<file path="src/rtl/uart_why_core.sv">
// ---------------------------------------------------------------------------
// uart_why_core
//
// Full-duplex 8N1 UART. Transmitter and receiver run independently but share
// one free-running 16x-oversampling baud tick.
//
// Ports
//   clk        in   system clock, rising edge
//   reset      in   synchronous active-low reset (0 = reset)
//   start      in   transmit request strobe, honoured only while TX is idle
//   tx_data    in   byte to transmit, captured when start is accepted
//   o_txd      out  serial output, idle high
//   o_tx_done  out  one-cycle pulse on the last tick of the stop bit
//   rx         in   asynchronous serial input, idle high
//   o_rx_data  out  last correctly framed byte received
//   o_rx_done  out  one-cycle pulse in the cycle o_rx_data updates
//
// TX FSM
//   state    | meaning
//   TX_IDLE  | line high, waiting for start
//   TX_START | start bit (0) for 16 ticks
//   TX_DATA  | data bits LSB first, 16 ticks each
//   TX_STOP  | stop bit (1) for 16 ticks, done on the last tick
//
// RX FSM
//   state    | meaning
//   RX_IDLE  | waiting for a low level on the synchronised line
//   RX_START | 8 ticks to mid start bit; high there means glitch
//   RX_DATA  | sample each data bit at mid-bit, 16 ticks apart
//   RX_STOP  | sample mid stop bit; high = good frame, low = framing error
// ---------------------------------------------------------------------------
module uart_why_core #(
    parameter int CLK_FREQ = 100_000_000,
    parameter int BAUD     = 9600,
    parameter int OVS      = 16
) (
    input  logic       clk,
    input  logic       reset,
    input  logic       start,
    input  logic [7:0] tx_data,
    output logic       o_txd,
    output logic       o_tx_done,
    input  logic       rx,
    output logic [7:0] o_rx_data,
    output logic       o_rx_done
);

    localparam int DIV   = CLK_FREQ / (BAUD * OVS);
    localparam int DIV_W = (DIV > 1) ? $clog2(DIV) : 1;
    localparam logic [DIV_W-1:0] DIV_LAST = DIV_W'(DIV - 1);

    // -----------------------------------------------------------------------
    // Baud tick generator (free running, shared by TX and RX)
    // -----------------------------------------------------------------------
    logic [DIV_W-1:0] r_div_cnt;
    logic             w_tick;

    assign w_tick = (r_div_cnt == DIV_LAST);

    always_ff @(posedge clk) begin
        if (!reset) begin
            r_div_cnt <= '0;
        end else if (w_tick) begin
            r_div_cnt <= '0;
        end else begin
            r_div_cnt <= r_div_cnt + DIV_W'(1);
        end
    end

    // -----------------------------------------------------------------------
    // Transmitter
    // -----------------------------------------------------------------------
    typedef enum logic [1:0] {
        TX_IDLE  = 2'd0,
        TX_START = 2'd1,
        TX_DATA  = 2'd2,
        TX_STOP  = 2'd3
    } tx_state_t;

    tx_state_t  r_tx_state;
    tx_state_t  w_tx_next;
    logic [3:0] r_tx_tick;
    logic [2:0] r_tx_bit;
    logic [7:0] r_tx_shift;
    logic       w_tx_bit_end;

    // Last tick of the current 16-tick bit cell.
    assign w_tx_bit_end = w_tick && (r_tx_tick == 4'd15);

    always_ff @(posedge clk) begin
        if (!reset) begin
            r_tx_state <= TX_IDLE;
        end else begin
            r_tx_state <= w_tx_next;
        end
    end

    always_comb begin
        w_tx_next = r_tx_state;
        case (r_tx_state)
            TX_IDLE:  if (start)        w_tx_next = TX_START;
            TX_START: if (w_tx_bit_end) w_tx_next = TX_DATA;
            TX_DATA:  if (w_tx_bit_end && (r_tx_bit == 3'd7)) w_tx_next = TX_STOP;
            TX_STOP:  if (w_tx_bit_end) w_tx_next = TX_IDLE;
            default:  w_tx_next = TX_IDLE;
        endcase
    end

    // Tick/bit counters and the shift register; the byte is captured only in
    // IDLE so later changes on tx_data cannot disturb a frame in flight.
    always_ff @(posedge clk) begin
        if (!reset) begin
            r_tx_tick  <= 4'd0;
            r_tx_bit   <= 3'd0;
            r_tx_shift <= 8'h00;
        end else begin
            if (r_tx_state == TX_IDLE) begin
                r_tx_tick <= 4'd0;
                r_tx_bit  <= 3'd0;
                if (start) begin
                    r_tx_shift <= tx_data;
                end
            end else begin
                if (w_tick) begin
                    r_tx_tick <= r_tx_tick + 4'd1;
                end
                if ((r_tx_state == TX_DATA) && w_tx_bit_end) begin
                    r_tx_shift <= {1'b0, r_tx_shift[7:1]};
                    r_tx_bit   <= r_tx_bit + 3'd1;
                end
            end
        end
    end

    always_comb begin
        o_txd     = 1'b1;
        o_tx_done = 1'b0;
        case (r_tx_state)
            TX_IDLE:  o_txd = 1'b1;
            TX_START: o_txd = 1'b0;
            TX_DATA:  o_txd = r_tx_shift[0];
            TX_STOP:  begin
                o_txd     = 1'b1;
                o_tx_done = w_tx_bit_end;
            end
            default:  o_txd = 1'b1;
        endcase
    end

    // -----------------------------------------------------------------------
    // Receiver
    // -----------------------------------------------------------------------
    typedef enum logic [1:0] {
        RX_IDLE  = 2'd0,
        RX_START = 2'd1,
        RX_DATA  = 2'd2,
        RX_STOP  = 2'd3
    } rx_state_t;

    logic       r_rx_meta;
    logic       r_rx_sync;
    logic       w_rx;
    rx_state_t  r_rx_state;
    rx_state_t  w_rx_next;
    logic [3:0] r_rx_tick;
    logic [2:0] r_rx_bit;
    logic [7:0] r_rx_shift;
    logic [7:0] r_rx_data;
    logic       r_rx_done;
    logic       w_rx_mid;
    logic       w_rx_full;
    logic       w_rx_good;

    // Two-flop synchroniser; resets to the idle (high) line level so that
    // leaving reset never looks like a start bit.
    always_ff @(posedge clk) begin
        if (!reset) begin
            r_rx_meta <= 1'b1;
            r_rx_sync <= 1'b1;
        end else begin
            r_rx_meta <= rx;
            r_rx_sync <= r_rx_meta;
        end
    end

    assign w_rx = r_rx_sync;

    // The tick counter restarts at the falling edge, so tick 8 lands mid start
    // bit and every 16 ticks after that lands mid data/stop bit.
    assign w_rx_mid  = w_tick && (r_rx_tick == 4'd7);
    assign w_rx_full = w_tick && (r_rx_tick == 4'd15);

    always_ff @(posedge clk) begin
        if (!reset) begin
            r_rx_state <= RX_IDLE;
        end else begin
            r_rx_state <= w_rx_next;
        end
    end

    always_comb begin
        w_rx_next = r_rx_state;
        case (r_rx_state)
            RX_IDLE:  if (!w_rx) w_rx_next = RX_START;
            RX_START: if (w_rx_mid) w_rx_next = w_rx ? RX_IDLE : RX_DATA;
            RX_DATA:  if (w_rx_full && (r_rx_bit == 3'd7)) w_rx_next = RX_STOP;
            RX_STOP:  if (w_rx_full) w_rx_next = RX_IDLE;
            default:  w_rx_next = RX_IDLE;
        endcase
    end

    always_ff @(posedge clk) begin
        if (!reset) begin
            r_rx_tick  <= 4'd0;
            r_rx_bit   <= 3'd0;
            r_rx_shift <= 8'h00;
        end else begin
            case (r_rx_state)
                RX_IDLE: begin
                    r_rx_tick <= 4'd0;
                    r_rx_bit  <= 3'd0;
                end
                RX_START: begin
                    if (w_rx_mid) begin
                        r_rx_tick <= 4'd0;
                    end else if (w_tick) begin
                        r_rx_tick <= r_rx_tick + 4'd1;
                    end
                end
                RX_DATA: begin
                    if (w_tick) begin
                        r_rx_tick <= r_rx_tick + 4'd1;
                    end
                    if (w_rx_full) begin
                        r_rx_shift <= {w_rx, r_rx_shift[7:1]};
                        r_rx_bit   <= r_rx_bit + 3'd1;
                    end
                end
                RX_STOP: begin
                    if (w_tick) begin
                        r_rx_tick <= r_rx_tick + 4'd1;
                    end
                end
                default: begin
                    r_rx_tick <= 4'd0;
                    r_rx_bit  <= 3'd0;
                end
            endcase
        end
    end

    // A frame is good only if the mid-stop-bit sample is high.
    always_comb begin
        w_rx_good = 1'b0;
        if ((r_rx_state == RX_STOP) && w_rx_full && w_rx) begin
            w_rx_good = 1'b1;
        end
    end

    // Data and done are registered together so the byte changes in exactly
    // the cycle the pulse is high.
    always_ff @(posedge clk) begin
        if (!reset) begin
            r_rx_data <= 8'h00;
            r_rx_done <= 1'b0;
        end else begin
            r_rx_done <= w_rx_good;
            if (w_rx_good) begin
                r_rx_data <= r_rx_shift;
            end
        end
    end

    assign o_rx_data = r_rx_data;
    assign o_rx_done = r_rx_done;

endmodule

</file>
<file path="config.mk">
export PLATFORM = sky130hd
export DESIGN_NAME = uart_why_core
export DESIGN_NICKNAME = d
export VERILOG_FILES = /design/src/rtl/uart_why_core.sv
export SDC_FILE = /design/constraint.sdc
export NUM_CORES = 1
export LEC_CHECK = 0
export ABC_AREA = 1
export CORE_MARGIN = 3
export CORE_UTILIZATION = 50
export CTS_CLUSTER_SIZE = 40
export DETAILED_ROUTE_END_ITERATION = 6
export MAX_ROUTING_LAYER = met4
export PLACE_DENSITY = 0.84
export SLEW_MARGIN = 20
export SYNTH_ARGS = -nofsm -noshare
export SYNTH_HDL_FRONTEND = slang
export SYNTH_SLANG_ARGS = --single-unit
</file>
<file path="constraint.sdc">
create_clock -name clk -period 1.7 [get_ports clk]
set_input_delay 0.425 -clock clk [delete_from_list [all_inputs] [get_ports clk]]
set_output_delay 0.425 -clock clk [all_outputs]
set_load 0.01 [all_outputs]
</file>
==> impl_metrics.env <==
export IMPL_status="complete, but fails checks"
export IMPL_failed_checks="setup timing"
export IMPL_vias=2380
export IMPL_clock_fmax_mhz=570.1
export IMPL_tightest_slew_ns=0.4919
export IMPL_drt_iter0_markers=129
export IMPL_cts_tree="yes"
export IMPL_pin_count=23
export IMPL_initial_core_util_pct=52.52
export IMPL_startpoint_type="flip-flop"
export IMPL_ys_warn_count=0
export IMPL_slew_violations=0
export IMPL_relSlewSlack_pct=67.16
export IMPL_worst_path_most_repeated_cell="nor2_1"
export IMPL_grt_pass1_vias=2262
export IMPL_post_route_util_pct=69.53
export IMPL_synth_area_per_cell_um2=7.228
export IMPL_crit_fanout=2
export IMPL_critPathCapture="o_tx_done"
export IMPL_clock_latency_ns=0.30
export IMPL_avgViaCountPerCell=4.969
export IMPL_yosysSeqAreaShare_pct=43.52
export IMPL_syn_cell_area_um2=2530
export IMPL_synth_cell_types=28
export IMPL_finClkSkew_ns=0.009050
export IMPL_grt_util_all_layers_pct=19.01
export IMPL_rows=25
export IMPL_clockBufferDepth=2
export IMPL_place_gp_congestion=0.8273
export IMPL_clkPwrFrac_pct=30.9
export IMPL_comb_power_share_pct=24.3
export IMPL_post_route_drc_count=0
export IMPL_dieArea_um2=5949
export IMPL_gr_total_overflow=0
export IMPL_p_total_w=0.003245
export IMPL_endpoint_kind="output port"
export IMPL_fp_dieW_um=77.13
export IMPL_p_per_area_nw_per_um2=968.7
export IMPL_seq_power_share_pct=44.8
export IMPL_area_growth_syn_to_layout_pct=32.39
export IMPL_grt_max_degree=21
export IMPL_critPathLaunch="r_tx_tick[0]"
export IMPL_instances_no_fill=479
export IMPL_p_leak_nw=1.471
export IMPL_arrival_ns=1.33
export IMPL_clk_pin_slew_ns=0.09
export IMPL_whs_ns=0.4270
export IMPL_setup_worst_path_class="flip-flop to output port"
export IMPL_critPathMaxStageDelay_ns=0.36
export IMPL_final_setup_viol_count=3
export IMPL_r2r_setup_slack_ns=-0.04
export IMPL_final_cell_mix="nand2_1, nor2_1, dfxtp_1, buf_4, inv_1"
export IMPL_post_dp_hpwl_um=3641
export IMPL_ys_ff_latch=55
export IMPL_r2r_cells=12
export IMPL_hold_viol=0
export IMPL_hold_path_class="flip-flop to flip-flop"
export IMPL_timing_rr_start="r_div_cnt[0]"
export IMPL_synth_edf_count=0
export IMPL_finalCritPeriodShare_pct=103.2
export IMPL_p_sw_share_pct=28.81
export IMPL_totalWireLength_um=5729
export IMPL_first_pass_iters=4
export IMPL_cts_made_buffers=5
export IMPL_root_buffer="clkbuf_8"
export IMPL_synth_flop_cell="dfxtp_1"
export IMPL_synthCells=350
export IMPL_worst_path_max_delay_cell="dfxtp_2"
export IMPL_cp_num_cells=6
export IMPL_final_common_cell="nand2_1"
export IMPL_coreArea_um2=4817
export IMPL_setup_slack_ns=-0.05419
export IMPL_ir_worst_vdd_mv=0.8896
export IMPL_crit_buf_inv=2
export IMPL_rr_endpoint="r_rx_tick[3]"
export IMPL_switching_power_w=0.0009347
export IMPL_drtAntennaViolNets=0
export IMPL_antenna_found_initial=0
export IMPL_routedWlPerCell_um=11.96
export IMPL_dpl_cell_count=467
export IMPL_htreeDepth=2
export IMPL_internal_power_w=0.002310
export IMPL_min_period_ns=1.754
export IMPL_nets=435
export IMPL_antenna_cells=0
export IMPL_maxCapViolCount=0
export IMPL_worstPathCellList="ha_4 > inv_1 > nor2_1 > nand4_1 > nor2_1 > buf_2"
export IMPL_syn_nets=374
export IMPL_rsz0062_at_grt="yes"
export IMPL_drive_above_1_share_pct=23.30
export IMPL_cts_sinks=55
export IMPL_die_y_um=77.13
export IMPL_worstPathRequired_ns=1.27
export IMPL_critical_path_top_delay_family="flip-flops"
export IMPL_synthArstFlopShare_pct=0
export IMPL_min_from="r_rx_meta"
export IMPL_grt_pass1_wl_um=9183
export IMPL_port_buffers=22
==> cell usage after synthesis (3+ instances only) <==
cell type,count,share of area (%)
dfxtp_1,55,44
a21oi_1,23,4.5
ha_1,12,5.9
inv_1,38,5.6
clkbuf_1,3,0.45
xor2_1,5,1.7
nand4_1,6,1.5
or2_2,4,0.99
nand2_1,78,12
nand3_1,12,2.4
o21ai_0,17,3.4
nor2_1,70,10
nor3_1,6,1.2
==> worst register-to-register path: cells and delay by family, from the launching register on <==
family        cells  cell delay (ns)
xor+xnor          1             0.25
fa+ha+maj         1             0.13
buf+inv           4             0.29
flops             1             0.33
simple gates      6             0.62
==> flip-flops by register name (all words and copies together) (netlist names), named ones only <==
register	cells
r_tx_state	2
r_rx_meta	1
r_tx_tick	4
r_rx_state	1
o_rx_data	8
r_rx_sync	1
r_rx_shift	8
r_rx_bit	3
r_tx_shift	8
r_rx_tick	4
r_div_cnt	10
o_rx_done	1
r_tx_bit	3
==> power by group through the flow <==
| stage | combinational (W) | sequential, W | clock (W) |
|---|---|---|---|
| after floorplan | 0.000460 | 0.00145 | 0 |
| after global placement | 0.000698 | 0.00146 | 0 |
| after detailed placement | 0.000721 | 0.00146 | 0 |
| after CTS | 0.000712 | 0.00145 | 0.00102 |
| after global routing | 0.000898 | 0.00146 | 0.00106 |
| final | 0.000788 | 0.00145 | 0.00100 |
==> worst min path at each step <==
stage,to,slack [ns],depth (start not counted)
after floorplan,r_rx_sync,0.39,1
after global placement,r_rx_sync,0.39,1
after detailed placement,r_rx_sync,0.40,1
after CTS,r_rx_sync,0.43,1
after global routing,r_rx_sync,0.47,1
final,r_rx_sync,0.43,1
==> layer usage <==
layer,wire length [µm],track usage (%),up-vias
met5,0,-,-
met4,142,6.940,0
met3,237,3.638,17
met2,3007,35.23,58
met1,2342,19.81,1084
li1,-,-,1221
==> stage by stage <==
stage / area [µm²] / TNS (ns) / setup WS [ns]
2_1_floorplan: 2530 / 0 / 0.08522
3_3_place_gp: 3050 / -0.2729 / -0.1865
3_5_place_dp: 3050 / -0.3191 / -0.1893
4_1_cts: 3218 / -0.1104 / -0.1104
5_1_grt: 3349 / -1.755 / -0.1406
6_report: 3349 / -0.1055 / -0.05419
==> what timing repair did <==
item | in CTS | in global routing
gates resized for setup | 20 | 32
buffers inserted | 0 | 3
endpoints found under the hold margin | 0 | 0
setup endpoints to repair | 14 | 35
pin swaps | 7 | 6
gates cloned | 1 | 0
hold buffers | 0 | 0
==> kinds of logic after synthesis <==
| kind of cell | share of synthesized area [%] |
|---|---|
| AOI/OAI and AO/OA | 8.210 |
| adders and majority gates | 5.935 |
| DFF | 43.52 |
| xor gates and xnor gates | 1.731 |
| buffers and inverters | 8.111 |
| and+or+nand+nor | 32.49 |
==> cell type report <==
cell class	instances	area (µm²)
well taps	67	83.83
multi-input cells	248	1370
clock inverters	2	60.06
inverters	41	158.9
fillers	369	1468
repair buffers	60	495.5
clock buffers	6	72.57
flip-flops and latches	55	1109
No activity file was read; power rests on OpenSTA's default activity.
